==> src/rtl/motor_pkg.sv <==
// Shared types and constants for the move sequencer slice.
package motor_pkg;

  typedef enum logic [2:0] {
    ST_IDLE,
    ST_PRIME,
    ST_SEEK,
    ST_SETTLE,
    ST_FAULT
  } state_t;

  localparam logic TGT_90  = 1'b1;
  localparam logic TGT_180 = 1'b0;

  localparam int unsigned DUTY_W = 8;
  localparam int unsigned ERR_W  = 12;

  // Clamp the error magnitude into [lo, hi] at full error width, then keep
  // the low duty bits (hi always fits in DUTY_W).
  function automatic logic [DUTY_W-1:0] clamp_duty(
    input logic [ERR_W-1:0] e,
    input logic [ERR_W-1:0] lo,
    input logic [ERR_W-1:0] hi
  );
    logic [ERR_W-1:0] c;
    c = e;
    if (e < lo)
      c = lo;
    else if (e > hi)
      c = hi;
    return c[DUTY_W-1:0];
  endfunction

endpackage

==> src/rtl/motor_move_seq_if.sv <==
// Host command handshake between the command source and the sequencer.
interface motor_move_seq_if;
  logic cmd_valid;
  logic cmd_ready;
  logic cmd_target;

  modport master (output cmd_valid, output cmd_target, input cmd_ready);
  modport slave  (input cmd_valid, input cmd_target, output cmd_ready);
endinterface

==> src/rtl/motor_pwm_gen.sv <==
// Free-running 8-bit PWM with duty reloaded only at the 255->0 wrap.
module motor_pwm_gen
  import motor_pkg::*;
(
  input  logic              clk_48,
  input  logic              reset_n,
  input  logic [DUTY_W-1:0] duty,
  input  logic              force_off,
  output logic              pwm
);

  logic [DUTY_W-1:0] cnt_q;
  logic [DUTY_W-1:0] duty_q;

  // Counter, wrap-synchronous duty load, and registered compare output.
  always_ff @(posedge clk_48 or negedge reset_n) begin
    if (!reset_n) begin
      cnt_q  <= '0;
      duty_q <= '0;
      pwm    <= 1'b0;
    end else begin
      cnt_q <= cnt_q + 1'b1;
      if (force_off)
        duty_q <= '0;
      else if (cnt_q == '1)
        duty_q <= duty;
      pwm <= !force_off && (cnt_q < duty_q);
    end
  end

endmodule

==> src/rtl/motor_move_seq.sv <==
// Move sequencer: command accept, pipeline prime, seek/settle control,
// timeout fault, and PWM/direction drive from the returned position error.
module motor_move_seq
  import motor_pkg::*;
#(
  parameter int unsigned TOL         = 2,
  parameter int unsigned SETTLE_CYC  = 48000,
  parameter int unsigned TIMEOUT_CYC = 48000000,
  parameter int unsigned DUTY_MIN    = 40,
  parameter int unsigned DUTY_MAX    = 230
)(
  input  logic             clk_48,
  input  logic             reset_n,
  motor_move_seq_if.slave  cmd,
  input  logic             abort,
  input  logic [ERR_W-1:0] errorabs,
  input  logic             errorsign,
  output logic             target_sel,
  output logic             motor_pwm,
  output logic             motor_dir,
  output logic             busy,
  output logic             done,
  output logic             fault
);

  localparam int unsigned SET_W = $clog2(SETTLE_CYC + 1);
  localparam int unsigned TMO_W = $clog2(TIMEOUT_CYC + 1);

  state_t            state_q, state_d;
  logic              prime_q;
  logic [SET_W-1:0]  scnt_q;
  logic [TMO_W-1:0]  tcnt_q;
  logic              cmd_ready_q;
  logic              accept, done_d, drive, in_tol, tmo, settled, force_off;
  logic [DUTY_W-1:0] duty_cmd;

  assign cmd.cmd_ready = cmd_ready_q;
  assign in_tol  = (errorabs <= ERR_W'(TOL));
  assign tmo     = (tcnt_q == TMO_W'(TIMEOUT_CYC - 1));
  assign settled = (scnt_q == SET_W'(SETTLE_CYC - 1));

  // Next-state decode; abort is applied last so it overrides every other
  // outcome, then timeout beats settle-complete beats tolerance change.
  always_comb begin
    state_d = state_q;
    accept  = 1'b0;
    done_d  = 1'b0;
    drive   = 1'b0;
    case (state_q)
      ST_IDLE: begin
        if (cmd.cmd_valid && cmd_ready_q) begin
          accept  = 1'b1;
          state_d = ST_PRIME;
        end
      end
      ST_PRIME: begin
        if (prime_q)
          state_d = ST_SEEK;
      end
      ST_SEEK: begin
        if (tmo)
          state_d = ST_FAULT;
        else if (in_tol)
          state_d = ST_SETTLE;
        else
          drive = 1'b1;
      end
      ST_SETTLE: begin
        if (tmo)
          state_d = ST_FAULT;
        else if (settled) begin
          state_d = ST_IDLE;
          done_d  = 1'b1;
        end else if (!in_tol)
          state_d = ST_SEEK;
      end
      ST_FAULT: state_d = ST_IDLE;
      default:  state_d = ST_IDLE;
    endcase
    if (abort && (state_q != ST_IDLE)) begin
      state_d = ST_IDLE;
      done_d  = 1'b0;
      drive   = 1'b0;
    end
  end

  assign force_off = (state_d != ST_SEEK);
  assign duty_cmd  = drive ? clamp_duty(errorabs, ERR_W'(DUTY_MIN), ERR_W'(DUTY_MAX)) : '0;

  // State register plus prime, settle and timeout counters.
  always_ff @(posedge clk_48 or negedge reset_n) begin
    if (!reset_n) begin
      state_q <= ST_IDLE;
      prime_q <= 1'b0;
      scnt_q  <= '0;
      tcnt_q  <= '0;
    end else begin
      state_q <= state_d;
      prime_q <= (state_q == ST_PRIME) && !prime_q;
      scnt_q  <= (state_q == ST_SETTLE) ? scnt_q + 1'b1 : '0;
      if (state_q == ST_PRIME)
        tcnt_q <= '0;
      else if ((state_q == ST_SEEK || state_q == ST_SETTLE) && !tmo)
        tcnt_q <= tcnt_q + 1'b1;
    end
  end

  // Registered outputs, all derived from the decided next state.
  always_ff @(posedge clk_48 or negedge reset_n) begin
    if (!reset_n) begin
      cmd_ready_q <= 1'b0;
      busy        <= 1'b0;
      done        <= 1'b0;
      fault       <= 1'b0;
      target_sel  <= 1'b0;
      motor_dir   <= 1'b0;
    end else begin
      cmd_ready_q <= (state_d == ST_IDLE);
      busy        <= (state_d != ST_IDLE);
      done        <= done_d;
      if (accept) begin
        fault      <= 1'b0;
        target_sel <= cmd.cmd_target ? TGT_90 : TGT_180;
      end else if (state_d == ST_FAULT)
        fault <= 1'b1;
      if (drive)
        motor_dir <= errorsign;
    end
  end

  motor_pwm_gen u_pwm (
    .clk_48    (clk_48),
    .reset_n   (reset_n),
    .duty      (duty_cmd),
    .force_off (force_off),
    .pwm       (motor_pwm)
  );

endmodule
==> src/flat_wrapper.sv <==
// flat-port wrapper written by rule: the top's interface ports become plain ports
module motor_move_seq_flat import motor_pkg::*;
#(
  parameter int unsigned TOL         = 2,
  parameter int unsigned SETTLE_CYC  = 48000,
  parameter int unsigned TIMEOUT_CYC = 48000000,
  parameter int unsigned DUTY_MIN    = 40,
  parameter int unsigned DUTY_MAX    = 230
)
  (clk_48, reset_n, abort, errorabs, errorsign, target_sel, motor_pwm, motor_dir, busy, done, fault, cmd_cmd_valid, cmd_cmd_target, cmd_cmd_ready);
  motor_move_seq_if cmd_i ();
  input  logic clk_48;
  input  logic reset_n;
  input  logic abort;
  input  logic [ERR_W-1:0] errorabs;
  input  logic errorsign;
  output logic target_sel;
  output logic motor_pwm;
  output logic motor_dir;
  output logic busy;
  output logic done;
  output logic fault;
  input wire logic [$bits(cmd_i.cmd_valid)-1:0] cmd_cmd_valid;
  input wire logic [$bits(cmd_i.cmd_target)-1:0] cmd_cmd_target;
  output wire logic [$bits(cmd_i.cmd_ready)-1:0] cmd_cmd_ready;
  assign cmd_i.cmd_valid = cmd_cmd_valid;
  assign cmd_i.cmd_target = cmd_cmd_target;
  assign cmd_cmd_ready = cmd_i.cmd_ready;
  motor_move_seq #(.TOL(TOL), .SETTLE_CYC(SETTLE_CYC), .TIMEOUT_CYC(TIMEOUT_CYC), .DUTY_MIN(DUTY_MIN), .DUTY_MAX(DUTY_MAX)) u_core (.clk_48(clk_48), .reset_n(reset_n), .cmd(cmd_i), .abort(abort), .errorabs(errorabs), .errorsign(errorsign), .target_sel(target_sel), .motor_pwm(motor_pwm), .motor_dir(motor_dir), .busy(busy), .done(done), .fault(fault));
endmodule
==> config.mk <==
export PLATFORM = sky130hd
export DESIGN_NAME = motor_move_seq_flat
export DESIGN_NICKNAME = d
export VERILOG_FILES = /design/src/rtl/motor_pkg.sv /design/src/rtl/motor_move_seq_if.sv /design/src/rtl/motor_pwm_gen.sv /design/src/rtl/motor_move_seq.sv /design/src/flat_wrapper.sv
export SDC_FILE = /design/constraint.sdc
export NUM_CORES = 1
export LEC_CHECK = 0
export CORE_MARGIN = 3
export CORE_UTILIZATION = 55
export DETAILED_ROUTE_END_ITERATION = 8
export PLACE_DENSITY = 0.84
export SLEW_MARGIN = 15
export SYNTH_ARGS = -nofsm -noshare
export SYNTH_HDL_FRONTEND = slang
export SYNTH_SLANG_ARGS = --single-unit
export TNS_END_PERCENT = 100
==> constraint.sdc <==
create_clock -name clk_48 -period 5.62 [get_ports clk_48]
set_input_delay 0.562 -clock clk_48 [delete_from_list [all_inputs] [get_ports clk_48]]
set_output_delay 0.562 -clock clk_48 [all_outputs]
set_load 0.02 [all_outputs]
==> qor.csv, run 1 <==
metric,value,unit
via_per_inst,5.95,
holdWs,0.396,ns
gp_congestion,0.847,
h-tree-depth,3,
finalSetupViolations,0,
nets,416,
vias,2774,
synth_area_per_cell,9.67,um^2
slowest_stage,or4_1,
outcome,"finished, final reports clean",
n_antenna_cell,0,
wl_met3,535,um
placed_cell_area,3770,um^2
leakagePower,1.65,nW
max_cap_violations,0,
seq_area,1730,um^2
slowest_delay,0.66,ns
ys_warn_count,0,
slew_viol_final,0,
wl,7.33,mm
hp-class,in -> async,
syn_area,3480,um^2
routedWlPerCell,15.7,um
ys_seq_area_share,49.6,%
ant_nets,0,
final_area,3950,um^2
area_delta_synth_final,13.3,%
globalRouteOverflowTotal,0,
crit_arrival,3.03,ns
reg2regPathDepth,6,
clock_sinks,69,
crit_buf_inv,0,
synth-seq-cells,69,
drt-met1-wl,3.25,mm
routed.top_layer,met4,
die_h,85.6,um
async_flop_share,100,%
tightest_slew,0.899,ns
r2r_start,u_core.tcnt_q[21],
cp_top_family,simple AND/OR/NAND/NOR gates,
grt_antenna_before_repair,0,
grt_max_degree,70,
die_area,7320,um^2
fillCellCount,470,
cts_resized,0,
multiInputGateArea,1640,um^2
startpoint_type,register,
period_needed,2.76,ns
drcViolationCount,0,
boundaryPins,25,
clk_latency,0.34,ns
timing.setup.tns,0,ns
critical_path_class,reg -> reg,
power_density,290,nW/um^2
drive_gt1_share,6.39,%
drt_first_pass_iters,7,
min_period_over_period,49.1,%
synth_cells,360,
dp.cells,452,
cts.path.max_buffers,2,
fmax,362,MHz
grt_pass1_vias,2682,
ys_types,43,
cts_root_buf,clkbuf_8,
slew_headroom,40.1,%
coreArea,6030,um^2
rsz0062_at_grt,false,
ir_drop,0.227,mV
cts_tree,done,
cts.clk_slew.worst_paths,0.07,ns
clock_skew,0.00531,ns
syn-num-nets,388,
die_w,85.6,um
cts_buffers,9,
r2r_end,u_core.u_pwm.pwm,
layout.cells.non_filler,466,
rows,28,
grt_usage,21.5,%
post-cts-setup-buffer-count,0,
setup.reg_to_reg.worst_slack,2.86,ns
drt_iter0_markers,261,
cp_cell_sequence,nor4bb_1 > nand4_1 > o21a_1 > and3_1 > or4_1 > nor3_4,
finalHoldViolations,0,
dpl.hpwl,4.83,mm
grt_first_pass_wirelength,12.4,mm
port_buffers,24,
end_kind,register,
synth_edf_count,0,
wl_met2,3.31,mm
cp.required,5.88,ns
ys.flop_type,dfrtp_1,
initial_core_util,57.8,%
crit_fanout,14,
postCtsHoldBufs,0,
## cell families after synthesis
| family | share of synthesized area [%] |
|---|---|
| AOI/OAI and AO/OA | 7.26 |
| xor gates and xnor gates | 10.1 |
| adders and majority gates | 3.59 |
| buffers and inverters | 3.34 |
| DFF | 49.6 |
| muxes | 0.647 |
| and+or+nand+nor | 25.5 |
## cells in the mapped netlist, types with 3 or more instances
| cell type | number | share of area (%) |
|---|---|---|
| nand2_1 | 22 | 2.4 |
| clkbuf_1 | 5 | 0.54 |
| nor4_1 | 5 | 0.90 |
| and3_1 | 10 | 1.8 |
| a22oi_1 | 4 | 0.86 |
| or4_1 | 3 | 0.65 |
| buf_6 | 3 | 0.97 |
| nor2_1 | 58 | 6.3 |
| a21oi_1 | 10 | 1.4 |
| xnor2_1 | 21 | 5.3 |
| nor3_1 | 12 | 1.7 |
| ha_1 | 10 | 3.6 |
| dfrtp_1 | 69 | 50 |
| inv_1 | 17 | 1.8 |
| nand4_1 | 16 | 2.9 |
| o21ai_0 | 14 | 2.0 |
| nand3_1 | 24 | 3.4 |
| and4_1 | 3 | 0.75 |
| xor2_1 | 19 | 4.8 |
## worst reg2reg max path: stages (launching register included)
cell and delay [ns]:
dfrtp_1 0.44, nor4bb_1 0.51, nand4_1 0.22, o21a_1 0.40, and3_1 0.24, or4_1 0.66
nor3_4 0.22
## metrics by stage
stage | utilization, % | power (mW) | setup WS (ns)
2_1_floorplan | - | 0.698 | 3.20
5_1_grt | 65.5 | 1.20 | 2.69
3_3_place_gp | 62.5 | 0.762 | 2.85
3_5_place_dp | 62.5 | 0.767 | 2.70
4_1_cts | 65.5 | 1.15 | 2.91
6_report | 65.5 | 1.14 | 2.86
## layer usage
metal	up-vias	global-route usage [%]
li1	1309	-
met1	1306	28.9
met2	134	32.4
met3	25	4.61
met4	0	11.9
met5	-	0
## flip-flops by register name, indices dropped and copies added, names as in the netlist, 3 cells and up
| register | cells |
|---|---|
| u_core.state_q | 3 |
| u_core.u_pwm.duty_q | 8 |
| u_core.scnt_q | 16 |
| u_core.tcnt_q | 26 |
| u_core.u_pwm.cnt_q | 8 |
## worst max path at each step
stage | slack (ns) | cells past startpoint | start | end
finish | 2.86 | 6 | u_core.tcnt_q[21] | u_core.u_pwm.pwm
global route | 2.69 | 6 | u_core.tcnt_q[21] | u_core.u_pwm.pwm
CTS | 2.91 | 6 | u_core.tcnt_q[21] | u_core.u_pwm.pwm
detailed placement | 2.70 | 6 | errorabs[10] | u_core.u_pwm.duty_q[4]
global placement | 2.85 | 6 | errorabs[10] | u_core.u_pwm.duty_q[0]
floorplan | 3.20 | 8 | u_core.scnt_q[0] | u_core.u_pwm.pwm
## power breakdown
group          internal, mW  leakage, nW  switching, mW
clock                 0.212       0.0923          0.173
sequential            0.528        0.936         0.0253
combinational        0.0747        0.623          0.132
## cells in the final DEF (no fill, tap or decap), drive strengths merged, types with 6 or more instances in the layout
cell type | Yosys | layout
nor3 | 13 | 13
nand2 | 22 | 22
xor2 | 19 | 19
inv | 17 | 17
xnor2 | 21 | 21
nand4 | 16 | 16
clkdlybuf4s50 | 0 | 23
and3 | 11 | 11
o21ai | 14 | 14
nor2 | 58 | 58
nand3 | 24 | 24
clkbuf | 5 | 12
ha | 10 | 10
dfrtp | 69 | 69
a21oi | 10 | 10
or3 | 6 | 6
## layout make-up
type                            instances  share of cell area, %
Sequential cell                        69                   43.8
Multi-Input combinational cell        266                   41.5
Timing Repair Buffer                   25                   6.15
Clock buffer                           12                   3.68
Tap cell                               75                   2.38
Inverter                               17                   1.62
Clock inverter                          2                  0.888
Power figures use the tool's default switching activity.
==> inputs of run 2 (changes only) <==
==> constraint.sdc (replaced) <==
create_clock -name clk_48 -period 2.8 [get_ports clk_48]
set_input_delay 0.28 -clock clk_48 [delete_from_list [all_inputs] [get_ports clk_48]]
set_output_delay 0.28 -clock clk_48 [all_outputs]
set_load 0.02 [all_outputs]
==> qor.csv, run 2 (synthesized netlist as in run 1, its figures left out) <==
metric,value,unit
outcome,"finished, final reports clean",
cts_root_buf,clkbuf_8,
hp-class,reg -> reg,
power_density,581,nW/um^2
critical_path_class,reg -> reg,
grt_max_degree,41,
fillCellCount,464,
end_kind,register,
die_h,85.6,um
cts.clk_slew.worst_paths,0.07,ns
slew_viol_final,0,
finalHoldViolations,0,
via_per_inst,5.80,
ir_drop,0.406,mV
gp_congestion,0.814,
drive_gt1_share,8.02,%
grt_first_pass_wirelength,12.5,mm
min_period_over_period,93.0,%
routedWlPerCell,15.1,um
die_area,7320,um^2
area_delta_synth_final,15.5,%
grt_antenna_before_repair,0,
period_needed,2.60,ns
crit_fanout,9,
dpl.hpwl,5.15,mm
drt_iter0_markers,181,
grt_usage,21.6,%
coreArea,6030,um^2
finalSetupViolations,0,
tightest_slew,0.684,ns
port_buffers,24,
cts_tree,done,
startpoint_type,register,
n_antenna_cell,0,
wl,7.18,mm
drcViolationCount,0,
regMostFlops,u_core.tcnt_q,
reg.largest.list,"u_core.tcnt_q x26, u_core.scnt_q x16",
multiInputGateArea,1640,um^2
nets,424,
seq_area,1730,um^2
crit_arrival,2.87,ns
cp.required,3.07,ns
grt_pass1_vias,2750,
rsz0062_at_grt,false,
post-cts-setup-buffer-count,0,
fmax,384,MHz
clk_latency,0.34,ns
ant_nets,0,
largest_reg_flops,26,
cts.path.max_buffers,2,
final_cell_mix,"dfrtp_1 (69), nor2_1 (58), nand3_1 (24)",
clock_sinks,69,
clock_skew,0.00550,ns
die_w,85.6,um
leakagePower,1.70,nW
cts_resized,0,
reg2regPathDepth,7,
final_common_cell,dfrtp_1,
boundaryPins,25,
holdWs,0.459,ns
whs_path_depth,1,
drt_first_pass_iters,4,
h-tree-depth,3,
vias,2748,
slew_headroom,54.4,%
postCtsHoldBufs,1,
globalRouteOverflowTotal,0,
rows,28,
max_cap_violations,0,
cts_buffers,9,
initial_core_util,57.8,%
timing.setup.tns,0,ns
## run 2: cell type report
cell class	instances	share of cell area (%)
multi-input combinational	266	40.8
timing repair buffer	33	7.90
sequential	69	42.9
inverter	17	1.59
clock buffer	12	3.61
tap	75	2.33
clock inverter	2	0.871
## run 2: power breakdown
part	leakage, nW	switching (mW)	internal, mW	total (mW)
Sequential	0.936	0.0538	1.06	1.11
Clock	0.0923	0.344	0.425	0.769
Combinational	0.667	0.280	0.176	0.456
Total	1.70	0.678	1.66	2.34
## run 2: path summary, 6_finish.rpt
kind,startpoint,to,slack [ns]
setup reg to reg,u_core.scnt_q[0],u_core.u_pwm.pwm,0.20
min in group asynchronous,reset_n,u_core.u_pwm.cnt_q[5],0.51
max in group asynchronous,reset_n,u_core.tcnt_q[1],1.64
setup / recovery,u_core.scnt_q[0],u_core.u_pwm.pwm,0.20
hold reg to reg,u_core.prime_q,u_core.prime_q,0.46
hold / removal,u_core.prime_q,u_core.prime_q,0.46
## run 2: routing by layer
layer,vias up,GRT usage (%),wire (um)
li1,1323,-,-
met1,1348,29.9,3240
met2,66,34.0,3410
met3,11,3.17,395
met4,0,9.78,131
met5,-,0,0
## run 2: metrics by stage
stage	setup slack [ns]	instance area [um^2]	power (mW)	util [%]	instances
after floorplan	0.380	3480	1.40	-	360
after global placement	0.238	3830	1.56	63.6	459
after detailed placement	0.205	3830	1.58	63.6	459
after CTS	0.193	4020	2.35	66.7	474
after global routing	0.0428	4020	2.44	66.7	474
final	0.196	4020	2.34	66.7	474
## run 2: worst max-delay path: stages (launching register included)
cell	delay (ns)
dfrtp_1	0.39
ha_1	0.21
nand3_1	0.10
or3_4	0.39
or3_4	0.39
and3_1	0.18
or4_1	0.66
nor3_4	0.20
==> inputs of run 3 (changes only) <==
--- a/config.mk
+++ b/config.mk
@@ -7,6 +7,7 @@
 export LEC_CHECK = 0
 export CORE_MARGIN = 3
 export CORE_UTILIZATION = 55
+export CTS_CLUSTER_DIAMETER = 200
 export DETAILED_ROUTE_END_ITERATION = 8
 export PLACE_DENSITY = 0.84
 export SLEW_MARGIN = 15
==> results of run 3 <==
The final DEF is identical to that of run 2; final timing and power are the same.
